--- src/rtl/mmap_kron_wrapper_pkg.sv ---
// Shared types and constants for the QTree Kronecker-sum wrapper.
// Token layout is MSB-first: tag, value, weight.
package mMapKron_package;

  typedef logic [0:66] QTree_Int_t;
  typedef logic [0:32] Int_t;

  localparam logic [2:0] TAG_EMPTY = 3'd0;
  localparam logic [2:0] TAG_LEAF  = 3'd1;
  localparam logic [2:0] TAG_NODE  = 3'd2;

  localparam int TAG_HI = 0;
  localparam int TAG_LO = 2;
  localparam int VAL_HI = 3;
  localparam int VAL_LO = 34;
  localparam int WGT_HI = 35;
  localparam int WGT_LO = 66;
  localparam int WORD_W = 32;

  // FSM state encoding
  localparam logic [1:0] ST_LOAD_A = 2'd0;
  localparam logic [1:0] ST_LOAD_B = 2'd1;
  localparam logic [1:0] ST_MUL    = 2'd2;
  localparam logic [1:0] ST_OUT    = 2'd3;

  function automatic logic [2:0] tok_tag(input QTree_Int_t t);
    return t[TAG_HI:TAG_LO];
  endfunction

  function automatic logic [WORD_W-1:0] tok_value(input QTree_Int_t t);
    return t[VAL_HI:VAL_LO];
  endfunction

  function automatic logic [WORD_W-1:0] tok_weight(input QTree_Int_t t);
    return t[WGT_HI:WGT_LO];
  endfunction

endpackage

--- src/rtl/mmap_kron_wrapper_if.sv ---
// Token-in / result-out handshake bundle for mmap_kron_wrapper.
interface mmap_kron_wrapper_if;
  import mMapKron_package::*;

  QTree_Int_t i_tdata;
  logic       i_tlast;
  logic       i_tvalid;
  logic       i_tready;
  logic       o_tready;
  Int_t       o_tdata;

  modport slave (
    input  i_tdata, i_tlast, i_tvalid, o_tready,
    output i_tready, o_tdata
  );

  modport master (
    output i_tdata, i_tlast, i_tvalid, o_tready,
    input  i_tready, o_tdata
  );
endinterface

--- src/rtl/mmap_kron_wrapper_qtree_sum_acc.sv ---
// Per-tree accumulator: sums leaf products and checks the preorder slot count.
// Reused for tree A then tree B; restarts itself at each tlast, err stays sticky.
module qtree_sum_acc
  import mMapKron_package::*;
#(
  parameter int CNT_W = 16
) (
  input  logic              aclk,
  input  logic              areset,
  input  logic              clr,
  input  logic              tok_en,
  input  logic              tok_last,
  input  logic [2:0]        tag,
  input  logic [WORD_W-1:0] value,
  input  logic [WORD_W-1:0] weight,
  output logic [WORD_W-1:0] sum_next,
  output logic              err
);

  localparam logic [CNT_W-1:0] CNT_MAX = '1;
  localparam logic [CNT_W-1:0] CNT_ONE = CNT_W'(1);
  localparam logic [CNT_W-1:0] CNT_NODE_INC = CNT_W'(3);

  logic [WORD_W-1:0] sum_q;
  logic [WORD_W-1:0] leaf_prod;
  logic [CNT_W-1:0]  pend_q;
  logic [CNT_W-1:0]  pend_next;
  logic              bad;

  assign leaf_prod = value * weight;
  assign sum_next  = sum_q + ((tag == TAG_LEAF) ? leaf_prod : '0);

  // Node nets +3 (consumes one slot, opens four); both directions saturate
  always_comb begin
    pend_next = pend_q;
    if (tag == TAG_NODE) begin
      if (pend_q > (CNT_MAX - CNT_NODE_INC)) pend_next = CNT_MAX;
      else                                   pend_next = pend_q + CNT_NODE_INC;
    end else if (pend_q != '0) begin
      pend_next = pend_q - CNT_ONE;
    end
  end

  assign bad = tok_last ? (pend_next != '0) : (pend_next == '0);

  always_ff @(posedge aclk or posedge areset) begin
    if (areset) begin
      sum_q  <= '0;
      pend_q <= CNT_ONE;
      err    <= 1'b0;
    end else if (clr) begin
      sum_q  <= '0;
      pend_q <= CNT_ONE;
      err    <= 1'b0;
    end else if (tok_en) begin
      err <= err | bad;
      if (tok_last) begin
        sum_q  <= '0;
        pend_q <= CNT_ONE;
      end else begin
        sum_q  <= sum_next;
        pend_q <= pend_next;
      end
    end
  end

endmodule

--- src/rtl/mmap_kron_wrapper.sv ---
// Streaming sum(kron(A,B)) = sum(A)*sum(B) over two serialized quadtrees.
//
// state   | meaning
// LOAD_A  | accepting tree A tokens into the accumulator
// LOAD_B  | accepting tree B tokens, sum(A) already latched
// MUL     | one cycle: register product (or all-ones on malformed input)
// OUT     | hold tagged result until o_tready
module mmap_kron_wrapper
  import mMapKron_package::*;
#(
  parameter int CNT_W = 16
) (
  input  logic                aclk,
  input  logic                areset,
  mmap_kron_wrapper_if.slave  bus
);

  logic [1:0]        state_q;
  logic              run_q;
  logic [WORD_W-1:0] sum_a_q;
  logic [WORD_W-1:0] sum_b_q;
  logic [WORD_W-1:0] product;
  logic [WORD_W-1:0] acc_sum_next;
  logic              acc_err;
  logic              tok_en;
  logic              done_clr;
  Int_t              o_q;

  // run_q keeps i_tready low until the first edge after reset release
  assign bus.i_tready = run_q & ((state_q == ST_LOAD_A) || (state_q == ST_LOAD_B));
  assign bus.o_tdata  = o_q;
  assign tok_en       = bus.i_tvalid & bus.i_tready;
  assign done_clr     = (state_q == ST_OUT) & bus.o_tready;
  assign product      = sum_a_q * sum_b_q;

  qtree_sum_acc #(.CNT_W(CNT_W)) u_acc (
    .aclk     (aclk),
    .areset   (areset),
    .clr      (done_clr),
    .tok_en   (tok_en),
    .tok_last (bus.i_tlast),
    .tag      (tok_tag(bus.i_tdata)),
    .value    (tok_value(bus.i_tdata)),
    .weight   (tok_weight(bus.i_tdata)),
    .sum_next (acc_sum_next),
    .err      (acc_err)
  );

  always_ff @(posedge aclk or posedge areset) begin
    if (areset) begin
      state_q <= ST_LOAD_A;
      run_q   <= 1'b0;
      sum_a_q <= '0;
      sum_b_q <= '0;
      o_q     <= '0;
    end else begin
      run_q <= 1'b1;
      case (state_q)
        ST_LOAD_A: if (tok_en && bus.i_tlast) begin
          sum_a_q <= acc_sum_next;
          state_q <= ST_LOAD_B;
        end
        ST_LOAD_B: if (tok_en && bus.i_tlast) begin
          sum_b_q <= acc_sum_next;
          state_q <= ST_MUL;
        end
        ST_MUL: begin
          o_q     <= {1'b1, (acc_err ? 32'hFFFF_FFFF : product)};
          state_q <= ST_OUT;
        end
        default: if (bus.o_tready) begin
          o_q     <= '0;
          sum_a_q <= '0;
          sum_b_q <= '0;
          state_q <= ST_LOAD_A;
        end
      endcase
    end
  end

endmodule

--- src/flat_wrapper.sv ---
// flat-port wrapper written by rule: the top's interface ports become plain ports
module mmap_kron_wrapper_flat import mMapKron_package::*;
#(
  parameter int CNT_W = 16
)
  (aclk, areset, bus_i_tdata, bus_i_tlast, bus_i_tvalid, bus_o_tready, bus_i_tready, bus_o_tdata);
  mmap_kron_wrapper_if bus_i ();
  input  logic aclk;
  input  logic areset;
  input wire logic [$bits(bus_i.i_tdata)-1:0] bus_i_tdata;
  input wire logic [$bits(bus_i.i_tlast)-1:0] bus_i_tlast;
  input wire logic [$bits(bus_i.i_tvalid)-1:0] bus_i_tvalid;
  input wire logic [$bits(bus_i.o_tready)-1:0] bus_o_tready;
  output wire logic [$bits(bus_i.i_tready)-1:0] bus_i_tready;
  output wire logic [$bits(bus_i.o_tdata)-1:0] bus_o_tdata;
  assign bus_i.i_tdata = bus_i_tdata;
  assign bus_i.i_tlast = bus_i_tlast;
  assign bus_i.i_tvalid = bus_i_tvalid;
  assign bus_i.o_tready = bus_o_tready;
  assign bus_i_tready = bus_i.i_tready;
  assign bus_o_tdata = bus_i.o_tdata;
  mmap_kron_wrapper #(.CNT_W(CNT_W)) u_core (.aclk(aclk), .areset(areset), .bus(bus_i));
endmodule
--- config.mk ---
export PLATFORM = sky130hd
export DESIGN_NAME = mmap_kron_wrapper_flat
export DESIGN_NICKNAME = d
export VERILOG_FILES = /design/src/rtl/mmap_kron_wrapper_pkg.sv /design/src/rtl/mmap_kron_wrapper_if.sv /design/src/rtl/mmap_kron_wrapper_qtree_sum_acc.sv /design/src/rtl/mmap_kron_wrapper.sv /design/src/flat_wrapper.sv
export SDC_FILE = /design/constraint.sdc
export NUM_CORES = 2
export LEC_CHECK = 0
export CORE_ASPECT_RATIO = 1.25
export CORE_MARGIN = 1.5
export CORE_UTILIZATION = 40
export CTS_CLUSTER_SIZE = 28
export DETAILED_ROUTE_END_ITERATION = 8
export GPL_TIMING_DRIVEN = 0
export PLACE_DENSITY = 0.66
export SYNTH_ARGS = -nofsm -noshare
export SYNTH_HDL_FRONTEND = slang
export SYNTH_SLANG_ARGS = --single-unit
--- constraint.sdc ---
create_clock -name aclk -period 12.2 [get_ports aclk]
set_clock_uncertainty 0.15 [all_clocks]
set_input_delay 2.44 -clock aclk [delete_from_list [all_inputs] [get_ports aclk]]
set_output_delay 2.44 -clock aclk [all_outputs]
set_load 0.01 [all_outputs]
Word-level counts from Yosys, hierarchy flattened:

Index checks and enable logic that the tools add are counted.

* input port bits: 72
* logic and storage cells: 70
* bits in registers: 149
* output and inout port bits: 34

* mux-type cells: 24
* reduce and logical (&&, ||, !) cells: 18
* bitwise gates (word level): 7
* magnitude comparators: 1
* add/subtract/negate cells: 3
* equality and inequality tests: 7
* $mul: 2

Operator list (count)
* $mux W32: 7
* $pmux W32 S2: 2
* $mux W16: 6
* $pmux W33 S2: 1
* $mul A32 B32 Y32: 2
* $mux W33: 1
* $add A32 B32 Y32: 1
* $reduce_bool A16 Y1: 2
* $add A16 B2 Y16 const B: 1
* $gt A16 B16 Y1 const B: 1
* $logic_not A16 Y1: 1
* $sub A16 B1 Y16 const B: 1
* $reduce_and A3 Y1: 3
* $reduce_bool A2 Y1: 4
* $mux W2: 3
* $pmux W2 S3: 1
* $reduce_or A2 Y1: 3
* $eq A2 B2 Y1 const B: 2
* $ne A2 B2 Y1 const B: 2
* $reduce_bool A4 Y1: 1
* $and A1 B1 Y1: 3
* $eq A3 B1 Y1 const B: 1
* $eq A3 B2 Y1 const B: 1
* $mux W1: 3
* other kinds (7): 9

Logic depth before layout (Yosys ltp):

* depth in word-level cells: 8
* depth in mapped cells: 38
* gate-level depth less buffers: 36

Modules after synthesis:

Synthesis repeated with hierarchy kept, for this count alone.

* cells, all modules: 4406
* area total of the unflattened synthesis: 39445.3 um^2

By module, submodules not included
* qtree_sum_acc: area an instance 19774.0 um^2, seq. area each 1227.4 um^2, cells an instance 2252, instances 1
* mmap_kron_wrapper: area an instance 19671.4 um^2, seq. area each 2502.4 um^2, cells an instance 2154, instances 1

Worst setup path before layout:

Ideal clock, no wire load.

* path kind: input port to flip-flop
* start point: input bus_i_tdata[2]
* end point: register u_core.sum_a_q[31]
* required time: 11.929 ns
* setup slack: 1.666 ns
* path buffers: 2
* cell stages on the path: 34
* library setup time: 0.121 ns
* arrival time: 10.263 ns
* path through: clkbuf_1 > clkbuf_1 > nand2_1 > fa_1 > inv_1 > fa_1 > inv_1 > fa_1 > fa_1 > inv_1 > fa_1 > fa_1 > fa_1 > fa_1 > ha_1 > o21ai_0 > or3_1 > o21ai_0 > a21o_1 > o21ai_0 > nand2b_1 > xnor2_1 > nor2_1 > ha_1 > a21o_1 > a21oi_1 > nor2b_1 > o21ai_0 > nand2b_1 > a21o_1 > o41ai_2 > xnor2_2 > xnor2_1 > a22o_1

* word-level cells in the longest chain between the ends: 5

RTL lines
* start: declaration: RTL line flat_wrapper.sv:10 `input wire logic [$bits(bus_i.i_tdata)-1:0] bus_i_tdata;`
* $mul A32 B32 Y32: RTL line mmap_kron_wrapper_qtree_sum_acc.sv:30 `assign leaf_prod = value * weight;`
* $mux W32: RTL line mmap_kron_wrapper_qtree_sum_acc.sv:31 `assign sum_next = sum_q + ((tag == TAG_LEAF) ? leaf_prod : '0);`
* $add A32 B32 Y32: RTL line mmap_kron_wrapper_qtree_sum_acc.sv:31
* $mux W32: RTL line mmap_kron_wrapper.sv:59 `ST_LOAD_A: if (tok_en && bus.i_tlast) begin`
* $pmux W32 S2: RTL line mmap_kron_wrapper.sv:58 `case (state_q)`
* end signal: assignment: RTL line mmap_kron_wrapper.sv:60 `sum_a_q <= acc_sum_next;`
* end: declaration: RTL line mmap_kron_wrapper.sv:20 `logic [WORD_W-1:0] sum_a_q;`

Every way passes these cells. The select of a mux whose other input is x is not followed.
A chain may end at the register's enable or synchronous reset.

Final worst setup path:

* start point: input bus_i_tdata[8]
* end point: register u_core.sum_b_q[30]

* word-level cells in the longest chain between the ends: 5

RTL lines
* $mul A32 B32 Y32: RTL line mmap_kron_wrapper_qtree_sum_acc.sv:30
* $mux W32: RTL line mmap_kron_wrapper_qtree_sum_acc.sv:31
* $add A32 B32 Y32: RTL line mmap_kron_wrapper_qtree_sum_acc.sv:31
* $mux W32: RTL line mmap_kron_wrapper.sv:63 `ST_LOAD_B: if (tok_en && bus.i_tlast) begin`
* $pmux W32 S2: RTL line mmap_kron_wrapper.sv:58
* end signal: assignment: RTL line mmap_kron_wrapper.sv:64 `sum_b_q <= acc_sum_next;`
* end: declaration: RTL line mmap_kron_wrapper.sv:21 `logic [WORD_W-1:0] sum_b_q;`

Every way passes these cells. The select of a mux whose other input is x is not followed.

==> results.ini <==
[synthesis]
yosysUniqueCellTypes = 84
yosys.area.top_type_share = 0.417
syn-num-nets = 5612
synthArstFlopShare = 1.00
yosysMostFrequentCell = inv_1
postSynthAreaPerCell_um2 = 8.84
synth_edf_count = 0
ys_top_cells_by_area = fa_1, dfrtp_1, ha_1, inv_1, nand2_1
synth_common_cells = inv_1, fa_1, nand2_1
syn_inst = 4441
yosysTopAreaCell = fa_1
ys_ff_latch = 149
ys_warn_count = 0
synth-seq-area-share = 0.0951
ys.flop_type = dfrtp_1
synthesis.area_um2 = 39200

[worst_setup_path]
worstReg2RegStart = u_core.sum_a_q[4]$_DFFE_PP0P_
cp_top_family = adder cells
cp.required_ns = 12.44
cp_slowest_cell = clkdlybuf4s50_1
cp.arrival_ns = 12.10
r2r_end = u_core.bus.o_tdata[31]$_DFFE_PP0P_
rrSetupSlack_ns = 2.25
path_common_cell = fa_1
cp-start-kind = input pin
crit_path_end_kind = flip-flop
slowest_delay_ns = 0.76
worst-path-buf-inv = 5
criticalPathCategory = input pin to flip-flop
worstRegToRegCells = 26
worst-path-max-fanout = 10

[floorplan]
io_pins = 106
rows = 128
initial_utilization = 0.403
die-area_um2 = 100000
core-area_um2 = 97400
die_w_um = 283
die_h_um = 353

[timing]
min_period_over_period = 0.973
fmax_mhz = 84.3
slew_violations = 0
period_minus_slack_ns = 11.87
slew_headroom = 0.119
grt_setup_unrepaired = no
setup_viol_count_final = 0
max_slew.worst_pin.slew_ns = 1.32
hold_viol = 0

[clock_tree]
postCtsHoldBufs = 0
cts_setup_buffers = 0
cts_max_level = 4
worstSkewPairLatency_ns = 0.46
cts_buffers = 17
clock_path_buffers = 2
cts_root_buf = clkbuf_16
cts_tree = yes
clk_pin_slew_worst_paths_ns = 0.07
cts_sinks = 149

[global_routing]
grt_util_all_layers = 0.254
grt_pass1_wl_um = 192000
grt_pass1_vias = 32638
antenna_found_initial = 5
grt_max_degree = 86
overflow = 0

[place]
dpl_cell_area_um2 = 41900
dp_hpwl_um = 103000
io_buffers = 98
globalplace.congestion = 0.973

[job]
drv_cap = 0

[hold_path]
holdPathStages = 2
hold_end = u_core.bus.o_tdata[18]$_DFFE_PP0P_
min_path_type = flip-flop to flip-flop
hold_start = u_core.bus.o_tdata[18]$_DFFE_PP0P_

[drt]
num_vias = 30490
postRouteAntennaNets = 0
viasPerCell = 5.19
drt-pass1-iter-count = 5
routed_wl_um = 125000
drt-wirelength-per-cell_um = 21.2
drtIter0Drc = 1764
drc = 0

[layout]
area_growth_pct = 8.34
fillers = 9810
finalNetCount = 5730
final_area_um2 = 42500
final_layout_size_suffix_gt1_frac = 0.0234
final_util = 0.437

[status]
status = completed

==> timing repair <==
action	4_1_cts	5_1_grt
hold endpoints to repair	0	0
resized for setup	14	48
cloned	0	0
endpoints found under the setup margin	21	9
==> metrics by stage <==
stage	setup TNS, ns	hold slack (ns)	setup WS, ns	instances
global route	0	0.350	0.0472	5872
global placement	-14.50	0.301	-1.11	5839
CTS	0	0.321	0.0716	5872
detailed placement	-20.77	0.306	-1.25	5840
finish	0	0.314	0.334	5873
floorplan	0	0.306	1.67	4441
==> registers in the layout, indices dropped and copies added (netlist names) <==
name and count:
u_core.state_q 2, u_core.sum_a_q 32, u_core.u_acc.sum_q 32, u_core.run_q 1, u_core.u_acc.err 1, u_core.bus.o_tdata 33, u_core.sum_b_q 32, u_core.u_acc.pend_q 16
==> per-layer routing <==
metal | GRT usage | up-vias | share of wire
met3 | 0.0306 | 369 | 0.052
met2 | 0.454 | 1088 | 0.51
met4 | 0.176 | 8 | 0.084
li1 | - | 13464 | -
met5 | 0 | - | 0.00046
met1 | 0.281 | 15561 | 0.36
==> cells by family (layout without fill, tap and decap cells) <==
family | count (synthesis) | after routing | synth area share
AO/OA/AOI/OAI | 394 | 394 | 0.0689
XOR/XNOR | 204 | 204 | 0.0461
adder cells (fa/ha/maj) | 1099 | 1099 | 0.507
buffers and inverters | 1175 | 1306 | 0.113
flip-flops | 149 | 149 | 0.0951
multiplexers | 4 | 4 | 0.00105
other | 1 | 2 | 0.0000956
AND/OR/NAND/NOR | 1415 | 1415 | 0.169
==> cell usage in the layout, fill, tap and decap left out, types with 9 or more instances in the layout <==
master           Yosys  layout
a21o_1              29      29
a21oi_1             75      75
a22o_1              85      85
and2_1             393     393
buf_1               12      13
buf_2                8       9
clkbuf_1           213     183
clkbuf_16            0      17
clkbuf_2             0      26
clkdlybuf4s50_1      0      95
dfrtp_1            148     148
fa_1               817     817
ha_1               282     282
inv_1              940     939
nand2_1            807     807
nand2b_1            14      14
nand3_1             28      28
nor2_1              84      84
nor2b_1             11      11
nor3_1              20      20
o211ai_1            12      12
o21a_1              16      16
o21ai_0             91      91
o21bai_1             9       9
o31ai_1             11      11
xnor2_1            153     153
xor2_1              49      49
==> worst max-delay path by stage <==
stage	from	end	slack, ns	cells after the start
finish	bus_i_tdata[8]	u_core.sum_b_q[30]$_DFFE_PP0P_	0.33	34
global route	bus_i_tdata[37]	u_core.sum_a_q[31]$_DFFE_PP0P_	0.05	36
CTS	bus_i_tdata[39]	u_core.sum_b_q[30]$_DFFE_PP0P_	0.07	31
detailed placement	bus_i_tdata[35]	u_core.u_acc.sum_q[30]$_DFFE_PP0P_	-1.25	33
global placement	bus_i_tdata[35]	u_core.u_acc.sum_q[30]$_DFFE_PP0P_	-1.11	33
floorplan	bus_i_tdata[2]	u_core.sum_a_q[31]$_DFFE_PP0P_	1.67	34
==> worst register-to-register path, delay by kind of cell, from the launching register on <==
| kind | cells | cell delay, ns |
|---|---|---|
| compound gates | 7 | 2.20 |
| xor+xnor | 1 | 0.48 |
| fa+ha+maj | 9 | 3.77 |
| buf+inv | 5 | 1.93 |
| flops | 1 | 0.38 |
| simple gates | 4 | 0.90 |
==> cell type report <==
| cell class | count | area, µm² | area share |
|---|---|---|---|
| multi-input cells | 3117 | 31100 | 0.732 |
| clock inverters | 15 | 134 | 0.00315 |
| clock buffers | 17 | 425 | 0.0100 |
| well taps | 1300 | 1630 | 0.0383 |
| flip-flops and latches | 149 | 3730 | 0.0877 |
| inverters | 940 | 3530 | 0.0831 |
| repair buffers | 99 | 1010 | 0.0238 |
| diodes | 1 | 2.50 | 0.0000589 |
| plain buffers | 235 | 945 | 0.0222 |
Power is not shown: default switching activity piles up to over one toggle a cycle in this logic, so the estimate is an artifact.
